===== config.mk =====
export PLATFORM = sky130hd
export DESIGN_NAME = pipe_hazard_ctrl
export DESIGN_NICKNAME = d
export VERILOG_FILES = /design/src/rtl/pipe_pkg.sv /design/src/rtl/fwd_sel.sv /design/src/rtl/pipe_hazard_ctrl.sv
export SDC_FILE = /design/constraint.sdc
export NUM_CORES = 1
export LEC_CHECK = 0
export BUFFER_PORTS_ARGS = -buffer_cell sky130_fd_sc_hd__buf_2
export CORE_MARGIN = 2
export CORE_UTILIZATION = 51
export DETAILED_ROUTE_END_ITERATION = 7
export HOLD_SLACK_MARGIN = 0.15
export PLACE_DENSITY_LB_ADDON = 0.08
export SLEW_MARGIN = 20
export SYNTH_ARGS = -nofsm -noshare
export SYNTH_HDL_FRONTEND = slang
export SYNTH_HIERARCHICAL = 1
export SYNTH_SLANG_ARGS = --single-unit

===== constraint.sdc =====
create_clock -name clk -period 2.5 [get_ports clk]
set_clock_uncertainty 0.15 [all_clocks]
set_input_delay 0.25 -clock clk [delete_from_list [all_inputs] [get_ports clk]]
set_output_delay 0.25 -clock clk [all_outputs]
set_load 0.01 [all_outputs]

===== src/rtl/pipe_pkg.sv =====
// Shared constants for the pipeline hazard/forwarding controller.
package pipe_pkg;

    localparam int unsigned REG_W_DEF = 4;
    localparam int unsigned CNT_W_DEF = 16;
    localparam int unsigned PC_REG    = 15;

    localparam logic [1:0] FWD_RF  = 2'b00;
    localparam logic [1:0] FWD_WB  = 2'b01;
    localparam logic [1:0] FWD_MEM = 2'b10;

endpackage


===== src/rtl/fwd_sel.sv =====
// Per-operand forwarding select: memory stage beats writeback, R15 never forwarded.
module fwd_sel
    import pipe_pkg::*;
#(
    parameter int unsigned REG_W = REG_W_DEF
) (
    input  logic [REG_W-1:0] src_i,
    input  logic [REG_W-1:0] wa_m_i,
    input  logic             regwrite_m_i,
    input  logic             memtoreg_m_i,
    input  logic [REG_W-1:0] wa_w_i,
    input  logic             regwrite_w_i,
    output logic [1:0]       fwd_o
);

    logic not_pc;

    // A load in M has no data yet, so it is skipped on the memory path.
    always_comb begin
        fwd_o  = FWD_RF;
        not_pc = (src_i != REG_W'(PC_REG));
        if (not_pc && regwrite_m_i && !memtoreg_m_i && (wa_m_i == src_i)) begin
            fwd_o = FWD_MEM;
        end else if (not_pc && regwrite_w_i && (wa_w_i == src_i)) begin
            fwd_o = FWD_WB;
        end
    end

endmodule


===== src/rtl/pipe_hazard_ctrl.sv =====
// Hazard and forwarding controller: tracks M/W stages, resolves load-use stalls,
// branch flushes and operand forwarding, and counts stall/flush events.
module pipe_hazard_ctrl
    import pipe_pkg::*;
#(
    parameter int unsigned REG_W = REG_W_DEF,
    parameter int unsigned CNT_W = CNT_W_DEF
) (
    input  logic             clk,
    input  logic             rst,
    input  logic [REG_W-1:0] RA1D,
    input  logic [REG_W-1:0] RA2D,
    input  logic [REG_W-1:0] RA3D,
    input  logic             UseAD,
    input  logic             UseBD,
    input  logic             UseCD,
    input  logic [REG_W-1:0] RA1E,
    input  logic [REG_W-1:0] RA2E,
    input  logic [REG_W-1:0] RA3E,
    input  logic [REG_W-1:0] WA3E,
    input  logic             RegWriteE,
    input  logic             MemToRegE,
    input  logic             PCSrcE,
    output logic             StallF,
    output logic             StallD,
    output logic             FlushD,
    output logic             FlushE,
    output logic [1:0]       ForwardAE,
    output logic [1:0]       ForwardBE,
    output logic [1:0]       ForwardCE,
    output logic [CNT_W-1:0] StallCnt,
    output logic [CNT_W-1:0] FlushCnt
);

    logic [REG_W-1:0] wa3_m_q, wa3_w_q;
    logic             regwrite_m_q, memtoreg_m_q, regwrite_w_q;
    logic [CNT_W-1:0] stall_cnt_q, stall_cnt_d;
    logic [CNT_W-1:0] flush_cnt_q, flush_cnt_d;

    logic       ld_stall, br_flush;
    logic [1:0] fwd_a, fwd_b, fwd_c;

    fwd_sel #(.REG_W(REG_W)) u_fwd_a (
        .src_i(RA1E), .wa_m_i(wa3_m_q), .regwrite_m_i(regwrite_m_q),
        .memtoreg_m_i(memtoreg_m_q), .wa_w_i(wa3_w_q), .regwrite_w_i(regwrite_w_q),
        .fwd_o(fwd_a)
    );

    fwd_sel #(.REG_W(REG_W)) u_fwd_b (
        .src_i(RA2E), .wa_m_i(wa3_m_q), .regwrite_m_i(regwrite_m_q),
        .memtoreg_m_i(memtoreg_m_q), .wa_w_i(wa3_w_q), .regwrite_w_i(regwrite_w_q),
        .fwd_o(fwd_b)
    );

    fwd_sel #(.REG_W(REG_W)) u_fwd_c (
        .src_i(RA3E), .wa_m_i(wa3_m_q), .regwrite_m_i(regwrite_m_q),
        .memtoreg_m_i(memtoreg_m_q), .wa_w_i(wa3_w_q), .regwrite_w_i(regwrite_w_q),
        .fwd_o(fwd_c)
    );

    // Hazard detection and control outputs; a taken branch overrides the stall
    // because the decode-stage instruction is on the wrong path.
    always_comb begin
        ld_stall = RegWriteE && MemToRegE && (WA3E != REG_W'(PC_REG)) &&
                   ((UseAD && (RA1D == WA3E)) ||
                    (UseBD && (RA2D == WA3E)) ||
                    (UseCD && (RA3D == WA3E)));
        br_flush = PCSrcE;

        StallF    = 1'b0;
        StallD    = 1'b0;
        FlushD    = 1'b1;
        FlushE    = 1'b1;
        ForwardAE = FWD_RF;
        ForwardBE = FWD_RF;
        ForwardCE = FWD_RF;
        if (!rst) begin
            StallF    = ld_stall && !br_flush;
            StallD    = ld_stall && !br_flush;
            FlushD    = br_flush;
            FlushE    = ld_stall || br_flush;
            ForwardAE = fwd_a;
            ForwardBE = fwd_b;
            ForwardCE = fwd_c;
        end
    end

    // Saturating event counters.
    always_comb begin
        stall_cnt_d = stall_cnt_q;
        flush_cnt_d = flush_cnt_q;
        if (StallF && (stall_cnt_q != '1)) begin
            stall_cnt_d = stall_cnt_q + CNT_W'(1);
        end
        if (br_flush && (flush_cnt_q != '1)) begin
            flush_cnt_d = flush_cnt_q + CNT_W'(1);
        end
    end

    always_ff @(posedge clk) begin
        if (rst) begin
            wa3_m_q      <= '0;
            regwrite_m_q <= 1'b0;
            memtoreg_m_q <= 1'b0;
            wa3_w_q      <= '0;
            regwrite_w_q <= 1'b0;
            stall_cnt_q  <= '0;
            flush_cnt_q  <= '0;
        end else begin
            wa3_m_q      <= WA3E;
            regwrite_m_q <= RegWriteE;
            memtoreg_m_q <= MemToRegE;
            wa3_w_q      <= wa3_m_q;
            regwrite_w_q <= regwrite_m_q;
            stall_cnt_q  <= stall_cnt_d;
            flush_cnt_q  <= flush_cnt_d;
        end
    end

    assign StallCnt = stall_cnt_q;
    assign FlushCnt = flush_cnt_q;

endmodule


[Yosys cells after proc, flatten, opt, wreduce, memory -nomap -nowiden]
Index checks and enable logic that the tools add are counted.
Storage, ports and cells
  register bits after elaboration: 43
  latch bits: 0
  memory bits (writable): 0
  memory bits (read-only): 0
  input port bits: 36
  output and inout bits: 42
  memories kept: 0
Operators by class
  $add $sub $neg: 2
  $mul: 0
  divide/modulo/power cells: 0
  magnitude comparators: 0
  eq/ne operators: 15
  shift operators: 0
  mux-type cells: 12
  bitwise logic cells: 0
  reduce and logical (&&, ||, !) cells: 29
Operator list (count)
  4-bit equality test: 9
  16-bit by 1-bit adder with 16-bit output (second input constant): 2
  16-bit != test (second input constant): 2
  1-bit logical AND: 24
  4-bit != test (second input constant): 4
  2-bit two-way mux: 6
  1-bit two-way mux: 6
  1-bit logical OR: 3
  1-bit zero test: 2

[Longest topological paths before layout]
  depth after elaboration: 8
  mapped depth: 8

[Hierarchy]
Netlist, hierarchy kept.
Modules (own cells, without submodules)
  pipe_hazard_ctrl: instances 1, cells an instance 243, area an instance 2107.0 um2
  fwd_sel: instances 3, cells an instance 17, area an instance 127.6 um2

[Worst setup path after synthesis]
OpenSTA, ideal clock, no wires.
  path kind: register to register
  start: register stall_cnt_q[0], in the netlist StallCnt[0]
  end: register stall_cnt_q[10], in the netlist StallCnt[10]
  setup time: 71 ps
  data arrival time: 1812 ps
  required time: 2279 ps
  setup slack: 467 ps
  cell stages (with the launch flop): 8
  cells stage by stage: dfxtp_1 > ha_1 > and3_1 > and3_1 > nand2_2 > nand2_1 > or4_1 > a21oi_1
Between the ends
  longest elaborated chain between the ends: 2
Ends and longest elaborated chain
  start, declared: line pipe_hazard_ctrl.sv:37  | logic [CNT_W-1:0] stall_cnt_q, stall_cnt_d;
  start signal, assigned: line pipe_hazard_ctrl.sv:115  | stall_cnt_q <= stall_cnt_d;
  parallel branches: the longest is 2 deep, another holds 16-bit by 1-bit adder with 16-bit output
Parallel ways; which one is timed is not known.
A chain may end at the register's enable or synchronous reset.

[Worst setup path in the final report]
  start: register flush_cnt_q[0], in the netlist FlushCnt[0]
  end: register flush_cnt_q[5], in the netlist FlushCnt[5]
Between the ends
  longest elaborated chain between the ends: 2
Ends and longest elaborated chain
  start, declared: line pipe_hazard_ctrl.sv:38  | logic [CNT_W-1:0] flush_cnt_q, flush_cnt_d;
  start signal, assigned: line pipe_hazard_ctrl.sv:116  | flush_cnt_q <= flush_cnt_d;
  parallel branches: the longest is 2 deep, another holds 16-bit by 1-bit adder with 16-bit output
Parallel ways; which one is timed is not known.

==> impl_metrics.py <==
metrics = {
    "outcome": {
        "status": "completed",
    },
    "final_layout": {
        "fillers": 427,
        "area_growth_pct": 25.6,
        "finalNonFillerCells": 445,
        "fin_util_pct": 66.2,
        "antenna-diode-count": 0,
        "nets": 415,
        "drive_above_1_share_pct": 26.2,
    },
    "global_route": {
        "grt_max_degree": 49,
        "grt_pass1_wl_mm": 9.45,
        "antenna_found_initial": 0,
        "grt_usage_pct": 22.3,
        "grt_pass1_vias": 2103,
        "overflow": 0,
    },
    "worst_setup_path": {
        "crit_path_max_fanout": 6,
        "critPathKind": "reg2reg",
        "critPathSlowestCell": "nor4_1",
        "path_delay_family": "simple AND/OR/NAND/NOR gates",
        "cp.required_ns": 2.52,
        "critPathCaptureType": "flip-flop",
        "cp_data_arrival_time_ns": 2.24,
        "worstPathCellList": "ha_1 > nand2_1 > nor4_1 > a31oi_1 > nand4_1 > xor2_1 > nor2_1",
        "crit_buf_inv": 0,
        "crit-reg2reg-launch": "FlushCnt[0]",
        "cp_slowest_stage_delay_ns": 0.53,
        "start_kind": "flip-flop",
        "cp-startpoint": "FlushCnt[0]",
    },
    "die": {
        "ios": 78,
        "row_count": 25,
        "start_util_pct": 52.7,
        "die_width_microns": 73.9,
        "fp.dieH_microns": 73.9,
        "core_area_sq_um": 4720,
        "fp.dieArea_sq_um": 5460,
    },
    "sta": {
        "hold_viol_final": 0,
        "min_period_over_period_pct": 88.7,
        "setup_violations": 0,
        "tightest_slew_ns": 0.681,
        "relSlewSlack_pct": 54.6,
        "fin_ws_ns": 0.283,
        "max_freq_mhz": 451,
        "fin_tns_setup_ns": 0,
        "period_needed_ns": 2.22,
        "drv_slew": 0,
        "rsz0062_at_grt": "false",
    },
    "flow_run": {
        "cap_violations": 0,
    },
    "synthesis": {
        "syn_area_sq_um": 2490,
        "yosys.cell_types.count": 48,
        "postSynthAreaPerCell_sq_um": 8.47,
        "postSynthCellCount": 294,
        "async_flop_share_pct": 0,
        "synth_top_area_share_pct": 34.6,
        "yosys-top-cells-count": "dfxtp_1 (43), nor2_1 (28), xnor2_1 (27)",
        "ys_seq_elements": 43,
        "ys_seq_area_share_pct": 34.6,
        "yosys.cell_count.top_type": "dfxtp_1",
        "yosysTopAreaCell": "dfxtp_1",
        "synth.area.top_cells": "dfxtp_1 (35%), xnor2_1 (9.5%), xor2_1 (7.4%)",
        "yosys_most_used_dff": "dfxtp_1",
        "synth-edff-count": 0,
        "synth_nets": 332,
        "ys_warn_count": 6,
    },
    "placed_design": {
        "globalplace.congestion": 0.837,
        "dp_slack_ns": 0.252,
        "hpwl_mm": 4.25,
        "place.port_buffers": 77,
        "numPlacedInstances": 431,
    },
    "power_and_ir_drop": {
        "power_leakage_nw": 1.29,
        "power_density_nw_per_um2": 486,
        "power_mw": 1.52,
        "vdd_drop_max_mv": 0.276,
    },
    "route": {
        "postRouteAntennaNets": 0,
        "num_vias": 2365,
        "drc": 0,
        "drt-total-wl_mm": 5.79,
        "wl_met1_mm": 2.73,
        "dr.pass1.iters": 4,
        "wl_per_cell_microns": 13.0,
        "dr.first_iter.drc_count": 110,
        "wl_met3_microns": 230,
        "route.met2.wl_mm": 2.79,
        "top_layer": "met4",
        "viasPerCell": 5.31,
    },
    "hold_path": {
        "holdCritStartpoint": "rst",
        "min_path_type": "in2reg",
    },
    "clock_tree": {
        "cts_buffers": 5,
        "cts.sinks": 43,
        "h-tree-depth": 2,
        "clkSlewWorstSetupHoldPaths_ns": 0.08,
        "clock-root-buffer": "clkbuf_8",
        "cts_tree": "done",
        "ctsLongestPathBuffers": 2,
        "post_cts_buffers": 0,
        "clk_latency_ns": 0.29,
    },
}
-- layout by cell type (no fill, tap or decap), types with 3 or more instances in the layout --
cell type,Yosys,layout
nor2b_1,20,20
buf_2,1,77
clkbuf_8,0,5
xnor2_1,27,27
dlygate4sd3_1,0,6
xor2_1,21,21
a21oi_1,11,11
nor2_1,28,28
mux2_2,3,3
dfxtp_1,43,43
o21ai_0,6,6
nor4_1,4,4
nor3_1,6,6
and4b_1,3,3
o21a_1,4,4
nand4_1,17,17
buf_4,1,3
inv_1,5,5
nand2_1,19,19
and4_1,5,5
and2_1,8,8
nand3_1,17,17
or3_1,4,4
a211oi_2,3,3
and3_1,3,3
-- metal layers --
metal	vias up	global-route usage [%]
li1	1214	-
met1	1084	29.4
met2	65	36.6
met3	2	4.25
met4	0	7.07
met5	-	0
-- worst paths after layout --
check                  to  slack [ns]  cells after the start
max reg2reg   FlushCnt[5]        0.28                      7
min          StallCnt[11]        0.20                      3
min reg2reg   StallCnt[8]        0.37                      1
max           FlushCnt[5]        0.28                      7
-- per-stage QoR --
stage	instance area, sq um	hold WS (ns)
3_3_place_gp	2930	0.334
4_1_cts	3130	0.193
2_1_floorplan	2490	0.228
5_1_grt	3130	0.216
6_report	3130	0.205
3_5_place_dp	2930	0.337
-- worst min-delay path: stages --
cell and delay, ns:
buf_2 0.09, inv_1 0.13, o21a_1 0.13
-- where the power goes --
group          internal [mW]  total, mW  switching (mW)
clock network          0.398      0.636           0.238
logic                 0.0825      0.169          0.0870
registers              0.696      0.714          0.0174
-- logic make-up (layout without fill, tap and decap cells) --
group,after synthesis,count (layout),share of synthesized area (%)
mux,4,4,1.76
buf+inv,15,99,2.81
xor+xnor,48,48,16.9
fa+ha+maj,2,2,1.00
compound gates,40,40,11.4
simple gates,142,142,31.6
flops,43,43,34.6
-- state kept, by name (all words and copies together), names as in the netlist --
| name | cells |
|---|---|
| wa3_m_q | 4 |
| wa3_w_q | 4 |
| FlushCnt | 16 |
| regwrite_m_q | 1 |
| regwrite_w_q | 1 |
| memtoreg_m_q | 1 |
| StallCnt | 16 |
-- area by class of cell --
| cell class | instances | area, sq um | area share, % |
|---|---|---|---|
| clock buffers | 5 | 68.8 | 2.20 |
| clock inverters | 3 | 67.6 | 2.16 |
| inverters | 5 | 18.8 | 0.600 |
| multi-input cells | 236 | 1560 | 49.9 |
| flip-flops and latches | 43 | 861 | 27.5 |
| well taps | 67 | 83.8 | 2.68 |
| repair buffers | 86 | 468 | 15.0 |
-- repair_timing --
action / 4_1_cts / 5_1_grt
endpoints found under the setup margin: 0 / 0
resized for setup: 0 / 0
hold buffers: 6 / 0
hold endpoints to repair: 6 / 0
(Power assumes the default switching activity.)
